===== src/rtl/pxd_quad_train_pkg.sv =====
// Shared types and helpers for the per-bit sample-phase selector and its training FSM.
package pxd_quad_train_pkg;

  localparam int QUAD_W = 2;
  localparam int NPH    = 1 << QUAD_W;

  typedef enum logic [2:0] {
    ST_IDLE   = 3'd0,
    ST_CLEAR  = 3'd1,
    ST_ACCUM  = 3'd2,
    ST_DECIDE = 3'd3,
    ST_NEXT   = 3'd4,
    ST_DONE   = 3'd5
  } train_state_e;

  // Ties resolve to the lowest index: only a strictly larger count moves the pick.
  function automatic logic [QUAD_W-1:0] max_idx4(input logic [31:0] c0, input logic [31:0] c1,
                                                 input logic [31:0] c2, input logic [31:0] c3);
    logic [QUAD_W-1:0] k;
    logic [31:0]       m;
    k = 2'd0;
    m = c0;
    if (c1 > m) begin k = 2'd1; m = c1; end
    if (c2 > m) begin k = 2'd2; m = c2; end
    if (c3 > m) begin k = 2'd3; end
    return k;
  endfunction

endpackage


===== src/rtl/pxd_quad_train_edge_hist.sv =====
// Edge histogram for the bit under training: four boundary counters plus the window counter.
module pxd_edge_hist
  import pxd_quad_train_pkg::*;
#(
  parameter int WIN_LOG = 10
) (
  input  logic             clk_i,
  input  logic             rst_i,
  input  logic             clr_i,
  input  logic             acc_i,
  input  logic [NPH-1:0]   edges_i,
  output logic [WIN_LOG:0] cnt0_o,
  output logic [WIN_LOG:0] cnt1_o,
  output logic [WIN_LOG:0] cnt2_o,
  output logic [WIN_LOG:0] cnt3_o,
  output logic             win_end_o
);

  logic [WIN_LOG:0]   cnt_q [NPH];
  logic [WIN_LOG-1:0] win_q;

  always_ff @(posedge clk_i) begin
    if (rst_i || clr_i) begin
      for (int k = 0; k < NPH; k++) cnt_q[k] <= '0;
      win_q <= '0;
    end else if (acc_i) begin
      for (int k = 0; k < NPH; k++) cnt_q[k] <= cnt_q[k] + {{WIN_LOG{1'b0}}, edges_i[k]};
      win_q <= win_q + 1'b1;
    end
  end

  // High on the last accumulate cycle of the window; counts are final one cycle later.
  assign win_end_o = acc_i & (&win_q);
  assign cnt0_o    = cnt_q[0];
  assign cnt1_o    = cnt_q[1];
  assign cnt2_o    = cnt_q[2];
  assign cnt3_o    = cnt_q[3];

endmodule


===== src/rtl/pxd_quad_train.sv =====
// Per-bit quadrant sample selection with automatic edge-based phase training.
// Optional macro PXD_TRAIN_STATS_EN adds the train_stats capture output.
module pxd_quad_train
  import pxd_quad_train_pkg::*;
#(
  parameter int          WIDTH     = 12,
  parameter int          WIN_LOG   = 10,
  parameter logic [1:0]  QUAD_INIT = 2'd0
) (
  input  logic                   mclk,
  input  logic                   mrst,
  input  logic [4*WIDTH-1:0]     dout_quads,
  output logic [WIDTH-1:0]       pxd_in,
  input  logic [2*WIDTH-1:0]     quad_manual,
  input  logic                   quad_set,
  input  logic                   train_start,
  output logic                   train_busy,
  output logic                   train_done,
  output logic [WIDTH-1:0]       train_err,
  output logic [2*WIDTH-1:0]     quad_cur,
`ifdef PXD_TRAIN_STATS_EN
  output logic [4*(WIN_LOG+1)+$clog2(WIDTH)-1:0] train_stats,
`endif
  output train_state_e           fsm_state
);

  localparam int BW = (WIDTH > 1) ? $clog2(WIDTH) : 1;
  localparam logic [BW-1:0] LAST_BIT = BW'(WIDTH - 1);

  train_state_e          state_q;
  logic [BW-1:0]         bit_q;
  logic [2*WIDTH-1:0]    quad_cur_q;
  logic [WIDTH-1:0]      train_err_q;
  logic                  busy_q;
  logic                  done_q;
  logic [WIDTH-1:0]      pxd_q;
  logic [WIDTH-1:0]      pxd_d;
  logic [WIDTH-1:0]      s3_prev_q;
  logic [WIDTH-1:0]      s3_now;

  for (genvar g = 0; g < WIDTH; g++) begin : g_bit
    logic [NPH-1:0]    nib;
    logic [QUAD_W-1:0] q;
    assign nib       = dout_quads[4*g +: 4];
    assign q         = quad_cur_q[2*g +: 2];
    assign pxd_d[g]  = nib[q];
    assign s3_now[g] = nib[3];
  end

  // Samples of the bit currently being trained, plus its last-cycle s3.
  logic [NPH-1:0] cur_nib;
  logic           cur_s3p;
  logic [NPH-1:0] edges;

  always_comb begin
    cur_nib = '0;
    cur_s3p = 1'b0;
    for (int i = 0; i < WIDTH; i++) begin
      if (bit_q == BW'(i)) begin
        cur_nib = dout_quads[4*i +: 4];
        cur_s3p = s3_prev_q[i];
      end
    end
    edges = {cur_s3p ^ cur_nib[0], cur_nib[2] ^ cur_nib[3],
             cur_nib[1] ^ cur_nib[2], cur_nib[0] ^ cur_nib[1]};
  end

  logic [WIN_LOG:0] cnt0, cnt1, cnt2, cnt3;
  logic             win_end;

  pxd_edge_hist #(.WIN_LOG(WIN_LOG)) u_hist (
    .clk_i     (mclk),
    .rst_i     (mrst),
    .clr_i     (state_q == ST_CLEAR),
    .acc_i     (state_q == ST_ACCUM),
    .edges_i   (edges),
    .cnt0_o    (cnt0),
    .cnt1_o    (cnt1),
    .cnt2_o    (cnt2),
    .cnt3_o    (cnt3),
    .win_end_o (win_end)
  );

  logic [QUAD_W-1:0] best_k;
  logic              any_edge;

  assign best_k   = max_idx4(32'(cnt0), 32'(cnt1), 32'(cnt2), 32'(cnt3));
  assign any_edge = |{cnt0, cnt1, cnt2, cnt3};

  always_ff @(posedge mclk) begin
    if (mrst) begin
      state_q     <= ST_IDLE;
      bit_q       <= '0;
      quad_cur_q  <= {WIDTH{QUAD_INIT}};
      train_err_q <= '0;
      busy_q      <= 1'b0;
      done_q      <= 1'b0;
      pxd_q       <= '0;
      s3_prev_q   <= '0;
    end else begin
      pxd_q     <= pxd_d;
      s3_prev_q <= s3_now;
      done_q    <= 1'b0;
      case (state_q)
        ST_IDLE: begin
          // A simultaneous quad_set still lands; training then overrides bit by bit.
          if (quad_set) quad_cur_q <= quad_manual;
          if (train_start) begin
            state_q <= ST_CLEAR;
            bit_q   <= '0;
            busy_q  <= 1'b1;
          end
        end
        ST_CLEAR: state_q <= ST_ACCUM;
        ST_ACCUM: if (win_end) state_q <= ST_DECIDE;
        ST_DECIDE: begin
          // Sample half a period away from the busiest boundary.
          for (int i = 0; i < WIDTH; i++) begin
            if (bit_q == BW'(i)) begin
              if (any_edge) begin
                quad_cur_q[2*i +: 2] <= best_k + 2'd2;
                train_err_q[i]       <= 1'b0;
              end else begin
                train_err_q[i]       <= 1'b1;
              end
            end
          end
          state_q <= ST_NEXT;
        end
        ST_NEXT: begin
          if (bit_q == LAST_BIT) begin
            state_q <= ST_DONE;
            done_q  <= 1'b1;
          end else begin
            bit_q   <= bit_q + 1'b1;
            state_q <= ST_CLEAR;
          end
        end
        ST_DONE: begin
          state_q <= ST_IDLE;
          busy_q  <= 1'b0;
        end
        default: state_q <= ST_IDLE;
      endcase
    end
  end

`ifdef PXD_TRAIN_STATS_EN
  logic [4*(WIN_LOG+1)+$clog2(WIDTH)-1:0] stats_q;

  always_ff @(posedge mclk) begin
    if (mrst) begin
      stats_q <= '0;
    end else if (state_q == ST_DECIDE) begin
      stats_q <= {cnt3, cnt2, cnt1, cnt0, $clog2(WIDTH)'(bit_q)};
    end
  end

  assign train_stats = stats_q;
`endif

  assign pxd_in     = pxd_q;
  assign quad_cur   = quad_cur_q;
  assign train_err  = train_err_q;
  assign train_busy = busy_q;
  assign train_done = done_q;
  assign fsm_state  = state_q;

endmodule


===== config.mk =====
export PLATFORM = sky130hd
export DESIGN_NAME = pxd_quad_train
export DESIGN_NICKNAME = d
export VERILOG_FILES = /design/src/rtl/pxd_quad_train_pkg.sv /design/src/rtl/pxd_quad_train_edge_hist.sv /design/src/rtl/pxd_quad_train.sv
export SDC_FILE = /design/constraint.sdc
export NUM_CORES = 1
export LEC_CHECK = 0
export ABC_AREA = 0
export CORE_MARGIN = 4
export CORE_UTILIZATION = 50
export CTS_CLUSTER_SIZE = 20
export DETAILED_ROUTE_END_ITERATION = 6
export PLACE_DENSITY = 0.78
export SYNTH_ARGS = -nofsm -noshare
export SYNTH_HDL_FRONTEND = slang
export SYNTH_SLANG_ARGS = --single-unit

===== constraint.sdc =====
create_clock -name mclk -period 11 [get_ports mclk]
set_clock_uncertainty 0.2 [all_clocks]
set_input_delay 2.2 -clock mclk [delete_from_list [all_inputs] [get_ports mclk]]
set_output_delay 2.2 -clock mclk [all_outputs]
set_load 0.02 [all_outputs]

==> impl_metrics.yaml, run 1 <==
run_status:
  status: "finished clean"
clock_network:
  clock_path_buffers: 2
  clkTransAtPathRegs_ns: 0.07
  postCtsResizedCells: 0
  cts_setup_buffers: 0
  ctsHoldBuffers: 0
  cts.sinks: 123
  clock-root-buffer: "clkbuf_16"
  htree_num_levels: 4
  clk_latency_ns: 0.43
  cts_tree: "done"
  cts-buffers-inserted: 17
cells_and_area:
  finalNetCount: 1077
  num-fill-cells: 1222
  fin_cells: 1152
  layout-drive-gt1-share: 0.0899
  antenna_cells_inserted: 0
  syn2layout_area_growth_pct: 25.3
route:
  wl_per_cell_um: 19.1
  antenna_left: 0
  finalWirelength_um: 22000
  drtIter0Drc: 753
  vias: 6874
  drc: 0
  viasPerCell: 5.97
  firstDrtPassIters: 5
yosys:
  ys.warnings.count: 0
  synthDistinctLibCells: 63
  synth.top_cell.area_share: 0.207
  ys_seq_area_frac: 0.380
  ys_ff_latch: 123
  syn_nets: 967
  synth_most_common_cell: "nor2_1"
  synthArstFlopShare: 0
  synth.area.top_cells: "dfxtp_1 (21%), edfxtp_1 (17%), ha_1 (7.5%)"
  syn_area_per_cell_um2: 9.05
  synth.largest_area_cell: "dfxtp_1"
  synth_common_cells: "nor2_1 (120), dfxtp_1 (79), nand2_1 (57), ha_1 (46), edfxtp_1 (44)"
  post_synth_instance_area_um2: 7650
  synth_edf_count: 44
  ys.flop_type: "dfxtp_1"
  syn-instance-count: 845
sta:
  hold_violations: 0
  fmax_ghz: 0.159
  slew_violations: 0
  rsz0062_at_grt: "no"
  fin_crit_sh: 0.573
  relSlewSlack: 0.207
  worst_slack_ns: 4.69
  fin_setup_tns_ns: 0
  setup_viol: 0
  finalWorstPathRequiredPeriod_ns: 6.31
  tightest_slew_ns: 1.19
power:
  p_int_w: 0.00102
  p_clk_frac: 0.354
  swShare: 0.338
  leakage_nw: 3.63
  comb_power_share: 0.275
  p_switching_w: 0.000518
  pwr-share-seq: 0.371
  ir_worst_vdd_uv: 123
  power-per-cell-area_nw_per_um2: 160
die:
  die_area_um2: 17300
  die_h_um: 132
  row_count: 44
  die_w_um: 132
  coreArea_um2: 14800
  ios: 129
  start_util: 0.518
worst_setup_path:
  cp.arrival_ns: 6.38
  crit_path_frequent_cell: "ha_1"
  end_kind: "register"
  cp_data_required_time_ns: 11.08
  crit_fanout: 15
  worst-path-buf-inv: 0
  crit_family: "compound AO/OA/AOI/OAI gates"
  slowest_stage: "a211oi_2"
  slowest_delay_ns: 0.96
  worstSetupPathType: "register to register"
  critPathLaunchType: "register"
  path_cells: "ha_1 -> nand4_1 -> a21oi_1 -> o41ai_2 -> a211oi_2 -> mux2i_1 -> ha_1 -> a211oi_1 -> o211ai_1 -> o21ai_4 -> mux2_2 -> ha_1 -> a211oi_1 -> nand2_1 -> nor3_1 -> o21a_1 -> a2bb2oi_2 -> a31oi_1"
global_route:
  grt_pass1_vias: 6703
  grt_util_all_layers: 0.250
  grt_pass1_wl_um: 35300
  overflow: 0
  grt_max_degree: 76
  antenna_found_initial: 0
place:
  gp_congestion: 0.925
  dp_slack_ns: 4.94
  dp_cells: 1120
  port_buffers: 128
  dpl.hpwl_um: 16000
worst_hold_path:
  hp-class: "register to register"
job:
  maxCapViolCount: 0
==> registers in the layout, summed over array words and instances, names as in the netlist <==
name	cells
u_hist.cnt_q	44
quad_cur	24
pxd_in	12
s3_prev_q	12
train_err	12
u_hist.win_q	10
bit_q	4
fsm_state	3
train_busy	1
train_done	1
==> cells by family after synthesis <==
family          after synthesis  synth area share
simple gates                349             0.228
compound gates              160             0.142
flops                       123             0.380
buf+inv                      77            0.0433
xor+xnor                     47            0.0538
fa+ha+maj                    46            0.0752
mux                          43            0.0777
==> routing by layer <==
layer	wire length, um	vias to the layer above	share of wire	track usage
li1	-	3263	-	-
met1	9710	3261	0.44	0.344
met2	9930	298	0.45	0.387
met3	1840	52	0.083	0.0673
met4	552	0	0.025	0.0782
met5	0	-	0	0
==> power by group through the flow <==
stage          logic, W  clock network [W]  registers (W)
2_1_floorplan  0.000260                  0       0.000583
4_1_cts        0.000418           0.000547       0.000568
6_report       0.000422           0.000542       0.000569
3_3_place_gp   0.000403                  0       0.000576
5_1_grt        0.000458           0.000570       0.000575
3_5_place_dp   0.000409                  0       0.000577
==> placed cells by master (no fill, tap or decap), types with 20 or more instances in the layout <==
cell type,instances
o21ai_0,43
clkdlybuf4s50_1,127
nor2_1,120
xnor2_1,27
nand3_1,26
inv_1,34
a21oi_1,32
dfxtp_1,79
nand2_1,57
mux2i_1,20
edfxtp_1,44
ha_1,46
xor2_1,20
and3_1,21
nor2b_1,34
==> through the flow <==
stage | hold slack [ns] | area, um^2 | util | total power (W)
finish | 0.286 | 9590 | 0.650 | 0.00153
floorplan | 0.254 | 7650 | - | 0.000843
global placement | 0.270 | 9010 | 0.611 | 0.000979
detailed placement | 0.281 | 9010 | 0.611 | 0.000986
global route | 0.322 | 9590 | 0.650 | 0.00160
CTS | 0.290 | 9590 | 0.650 | 0.00153
==> final timing paths <==
check                          start              end  slack (ns)  cells past startpoint
hold / removal       u_hist.win_q[5]  u_hist.win_q[5]        0.29                      2
setup / recovery  u_hist.cnt_q[1][8]      quad_cur[2]        4.69                     18
setup reg to reg  u_hist.cnt_q[1][8]      quad_cur[2]        4.69                     18
hold reg to reg      u_hist.win_q[5]  u_hist.win_q[5]        0.29                      2
==> worst reg2reg max path: stages (launching register included) <==
cell       delay (ns)
edfxtp_1         0.48
ha_1             0.37
nand4_1          0.13
a21oi_1          0.16
o41ai_2          0.11
a211oi_2         0.96
mux2i_1          0.44
ha_1             0.32
a211oi_1         0.20
o211ai_1         0.16
o21ai_4          0.41
mux2_2           0.39
ha_1             0.30
a211oi_1         0.25
nand2_1          0.13
nor3_1           0.25
o21a_1           0.21
a2bb2oi_2        0.50
a31oi_1          0.19
==> cell type report <==
cell class                 count  area (um^2)  share of cell area
multi-input combinational    645         4430               0.462
sequential                   123         2900               0.303
timing repair buffer         134         1320               0.138
clock buffer                  17          425              0.0444
tap                          184          230              0.0240
clock inverter                15          148              0.0154
inverter                      34          128              0.0133
Power figures use the tool's default switching activity.
==> inputs of run 2 (changes only) <==
clock period = 6.2 ns   (was 11 ns; I/O delays follow)
==> impl_metrics.yaml, run 2 (synthesis gave the netlist of run 1 again) <==
global_route:
  use_met2: 0.362
  met3_usage: 0.0772
  antenna_found_initial: 0
  met1_usage: 0.352
  busiest_layer: "met2"
  grt_max_degree: 76
  grt_pass1_wl_um: 34700
  overflow: 0
  grt_util_all_layers: 0.249
  grt_pass1_vias: 6490
sta:
  worst_slack_ns: 0.433
  setup_viol: 0
  hold_violations: 0
  relSlewSlack: 0.299
  rsz0062_at_grt: "no"
  slew_violations: 0
  fmax_ghz: 0.173
  finalWorstPathRequiredPeriod_ns: 5.77
  fin_crit_sh: 0.930
  fin_setup_tns_ns: 0
  tightest_slew_ns: 1.04
place:
  dpl.hpwl_um: 16000
  dp_cells: 1123
  dp_slack_ns: 0.293
  port_buffers: 128
  gp_congestion: 0.958
clock_network:
  htree_num_levels: 4
  ctsHoldBuffers: 0
  cts_tree: "done"
  clock-root-buffer: "clkbuf_16"
  cts.sinks: 123
  clkTransAtPathRegs_ns: 0.06
  clk_latency_ns: 0.43
  cts-buffers-inserted: 17
  clock_path_buffers: 2
cells_and_area:
  layout-drive-gt1-share: 0.0973
  fin_cells: 1160
  largest_reg_flops: 44
  finalNetCount: 1085
  final_util: 0.657
  top_register: "u_hist.cnt_q"
  mostFrequentLayoutCell: "clkdlybuf4s50_1"
  final_cell_mix: "clkdlybuf4s50_1 (127), nor2_1 (120), dfxtp_1 (79)"
  antenna_cells_inserted: 0
  syn2layout_area_growth_pct: 26.7
  num-fill-cells: 1163
die:
  die_w_um: 132
  ios: 129
  coreArea_um2: 14800
  die_area_um2: 17300
  row_count: 44
  die_h_um: 132
  start_util: 0.518
power:
  pwr-share-seq: 0.362
  ir_worst_vdd_uv: 234
  p_int_w: 0.00190
  p_clk_frac: 0.365
  power-per-cell-area_nw_per_um2: 288
  swShare: 0.318
  comb_power_share: 0.273
  leakage_nw: 3.69
  p_switching_w: 0.000887
route:
  viasPerCell: 5.92
  drtIter0Drc: 578
  firstDrtPassIters: 5
  finalWirelength_um: 22100
  drc: 0
  vias: 6868
  wl_per_cell_um: 19.0
  antenna_left: 0
worst_setup_path:
  cp.arrival_ns: 5.84
  cp_data_required_time_ns: 6.28
  r2r_slack_ns: 0.43
  critPathLaunchType: "register"
  end_kind: "register"
  r2r.worst_path.cells: 21
  crit_fanout: 15
  worstSetupPathType: "register to register"
worst_hold_path:
  worst_hold_path.num_cells: 2
  hp-class: "register to register"
job:
  maxCapViolCount: 0
run_status:
  status: "finished clean"
[run 2: cell types whose count changed in the layout (fill, tap and decap cells not counted), sizes merged]
| cell | previous run | this run |
|---|---|---|
| clkbuf | 17 | 18 |
| buf | 7 | 15 |
| bufinv | 0 | 2 |
| inv | 44 | 39 |
| clkinv | 4 | 6 |
[run 2: path summary, 6_finish.rpt]
kind / from / end
max: u_hist.cnt_q[0][9] / quad_cur[12]
max reg2reg: u_hist.cnt_q[0][9] / quad_cur[12]
min: train_err[2] / train_err[2]
min reg2reg: train_err[2] / train_err[2]
[run 2: worst max-delay path: stages (launching register included)]
cell,delay (ns)
edfxtp_1,0.44
inv_1,0.10
ha_1,0.34
nand4_1,0.13
a21oi_1,0.20
o41ai_2,0.15
a211oi_4,0.21
buf_4,0.21
buf_4,0.13
mux2i_1,0.33
ha_1,0.33
a21oi_1,0.16
a21oi_1,0.12
o21ai_4,0.44
mux2_2,0.40
ha_1,0.29
a211oi_1,0.24
nand2_1,0.11
o2111ai_1,0.21
o21a_1,0.20
a2bb2oi_2,0.51
a31oi_1,0.18
[run 2: timing repair]
action	4_1_cts	5_1_grt
endpoints found under the setup margin	0	24
buffers inserted	0	5
gates resized for setup	0	1
[run 2: power by group through the flow]
stage	registers (W)	clock network [W]	logic, W
after global routing	0.00102	0.00107	0.000828
after global placement	0.00102	0	0.000719
final	0.00101	0.00102	0.000761
after detailed placement	0.00102	0	0.000728
after CTS	0.00101	0.00103	0.000735
after floorplan	0.00103	0	0.000462
[run 2: layer usage]
metal	routed length, um	up-vias	share of wire
li1	-	3273	-
met1	10100	3238	0.46
met2	9610	309	0.44
met3	1810	48	0.082
met4	582	0	0.026
met5	0	-	0
[run 2: metrics by stage]
| stage | hold WS [ns] | total power [W] | area (um^2) |
|---|---|---|---|
| floorplan | 0.254 | 0.00150 | 7650 |
| global placement | 0.269 | 0.00174 | 9030 |
| detailed placement | 0.279 | 0.00175 | 9030 |
| CTS | 0.288 | 0.00277 | 9640 |
| global route | 0.312 | 0.00292 | 9690 |
| finish | 0.291 | 0.00279 | 9690 |
[run 2: layout make-up]
type | count | area, um^2 | share of cell area
clock inverter | 14 | 158 | 0.0163
multi-input combinational | 645 | 4440 | 0.458
inverter | 34 | 128 | 0.0132
timing repair buffer | 142 | 1380 | 0.143
clock buffer | 18 | 450 | 0.0465
tap | 184 | 230 | 0.0238
sequential | 123 | 2900 | 0.300
==> inputs of run 3 (changes only) <==
CAP_MARGIN = 0   (was default)
SETUP_SLACK_MARGIN = 0.5   (was default)
==> impl_metrics.yaml, run 3 (synthesis gave the netlist of run 1 again) <==
die:
  row_count: 44
  die_area_um2: 17300
  start_util: 0.518
  ios: 129
  die_h_um: 132
  die_w_um: 132
  coreArea_um2: 14800
route:
  routedLengthMet1_um: 9950
  dr_wl_met3_um: 1900
  top_layer: "met4"
  wl_per_cell_um: 19.0
  vias: 6897
  firstDrtPassIters: 7
  drtIter0Drc: 707
  viasPerCell: 5.93
  finalWirelength_um: 22100
  antenna_left: 0
  drc: 0
  wl_met2_um: 9710
worst_setup_path:
  end_kind: "register"
  slowest_stage: "edfxtp_1"
  path_cells: "inv_1 -> ha_1 -> nand4_1 -> a21oi_1 -> o41ai_2 -> a211oi_4 -> buf_4 -> mux2i_1 -> ha_1 -> a211oi_1 -> o211ai_1 -> o21ai_4 -> buf_4 -> mux2_2 -> ha_1 -> nand2b_1 -> a21oi_1 -> nor3_1 -> o21a_2 -> o211ai_4 -> a311oi_1"
  cp.arrival_ns: 5.50
  worstSetupPathType: "register to register"
  critPathLaunchType: "register"
  worst-path-buf-inv: 3
  crit_family: "compound AO/OA/AOI/OAI gates"
  crit_path_frequent_cell: "ha_1"
  crit_fanout: 12
  cp_data_required_time_ns: 6.27
  slowest_delay_ns: 0.43
cells_and_area:
  antenna_cells_inserted: 0
  largest_reg_flops: 44
  final-seq-area_um2: 2900
  syn2layout_area_growth_pct: 27.4
  num-fill-cells: 1159
  finalNetCount: 1088
  mostFrequentLayoutCell: "clkdlybuf4s50_1"
  multi_input_area_um2: 4460
  top_register: "u_hist.cnt_q"
  layout-drive-gt1-share: 0.102
  fin_cells: 1163
  final_area_um2: 9750
  final_cell_mix: "clkdlybuf4s50_1 (127), nor2_1 (120), dfxtp_1 (79)"
  final_util: 0.661
clock_network:
  clkTransAtPathRegs_ns: 0.06
  clock_path_buffers: 2
  cts.sinks: 123
  htree_num_levels: 4
  cts-buffers-inserted: 17
  clk_latency_ns: 0.43
  cts_tree: "done"
  clock-root-buffer: "clkbuf_16"
global_route:
  grt_pass1_wl_um: 34900
  grt_max_degree: 76
  grt_pass1_vias: 6558
  antenna_found_initial: 0
  overflow: 0
  grt_util_all_layers: 0.251
job:
  maxCapViolCount: 0
worst_hold_path:
  hp-class: "register to register"
power:
  leakage_nw: 3.71
  power-per-cell-area_nw_per_um2: 293
  ir_worst_vdd_uv: 235
sta:
  fin_setup_tns_ns: 0
  setup_viol: 0
  rsz0062_at_grt: "yes"
  relSlewSlack: 0.243
  tightest_slew_ns: 1.13
  slew_violations: 0
  fmax_ghz: 0.184
  hold_violations: 0
  holdWs_ns: 0.292
  fin_crit_sh: 0.876
  finalWorstPathRequiredPeriod_ns: 5.43
place:
  gp_congestion: 0.958
  dpl.hpwl_um: 16000
  dpl_cell_area_um2: 9030
  dp_cells: 1123
  port_buffers: 128
run_status:
  status: "finished clean"
## run 3: layout make-up
| class | count | area share |
|---|---|---|
| repair buffers | 145 | 0.145 |
| clock buffers | 18 | 0.0462 |
| flip-flops and latches | 123 | 0.298 |
| clock inverters | 14 | 0.0162 |
| multi-input cells | 645 | 0.458 |
| well taps | 184 | 0.0236 |
| inverters | 34 | 0.0131 |
## run 3: power breakdown
part / internal, W / switching, W / total [W]
clock: 0.000622 / 0.000398 / 0.00102
combinational: 0.000406 / 0.000415 / 0.000821
sequential: 0.000917 / 0.0000943 / 0.00101
## run 3: worst register-to-register path, stage by stage (launching register included)
cell	delay, ns
edfxtp_1	0.43
inv_1	0.10
ha_1	0.34
nand4_1	0.13
a21oi_1	0.19
o41ai_2	0.14
a211oi_4	0.35
buf_4	0.19
mux2i_1	0.28
ha_1	0.30
a211oi_1	0.23
o211ai_1	0.18
o21ai_4	0.27
buf_4	0.24
mux2_2	0.36
ha_1	0.18
nand2b_1	0.14
a21oi_1	0.14
nor3_1	0.06
o21a_2	0.23
o211ai_4	0.41
a311oi_1	0.18
## run 3: per-layer routing
layer,global-route usage,vias to the layer above
met4,0.0782,0
met2,0.367,306
met1,0.353,3259
met3,0.0807,45
met5,0,-
li1,-,3287
## run 3: metrics by stage
stage,power [W],worst slack [ns]
floorplan,0.00150,1.20
detailed placement,0.00175,0.293
global placement,0.00174,0.380
global route,0.00298,0.499
CTS,0.00281,0.722
finish,0.00285,0.769
## run 3: worst paths after layout
check	start	end	slack, ns	depth (start not counted)
setup / recovery	u_hist.cnt_q[0][9]	quad_cur[23]	0.77	21
hold / removal	u_hist.win_q[5]	u_hist.win_q[5]	0.29	2
setup reg to reg	u_hist.cnt_q[0][9]	quad_cur[23]	0.77	21
hold reg to reg	u_hist.win_q[5]	u_hist.win_q[5]	0.29	2
## run 3: repair_timing
| item | 4_1_cts | 5_1_grt |
|---|---|---|
| pin swaps | 2 | 1 |
| hold buffers | 0 | 0 |
| setup endpoints to repair | 24 | 19 |
| setup buffers | 7 | 1 |
| gates resized for setup | 2 | 4 |
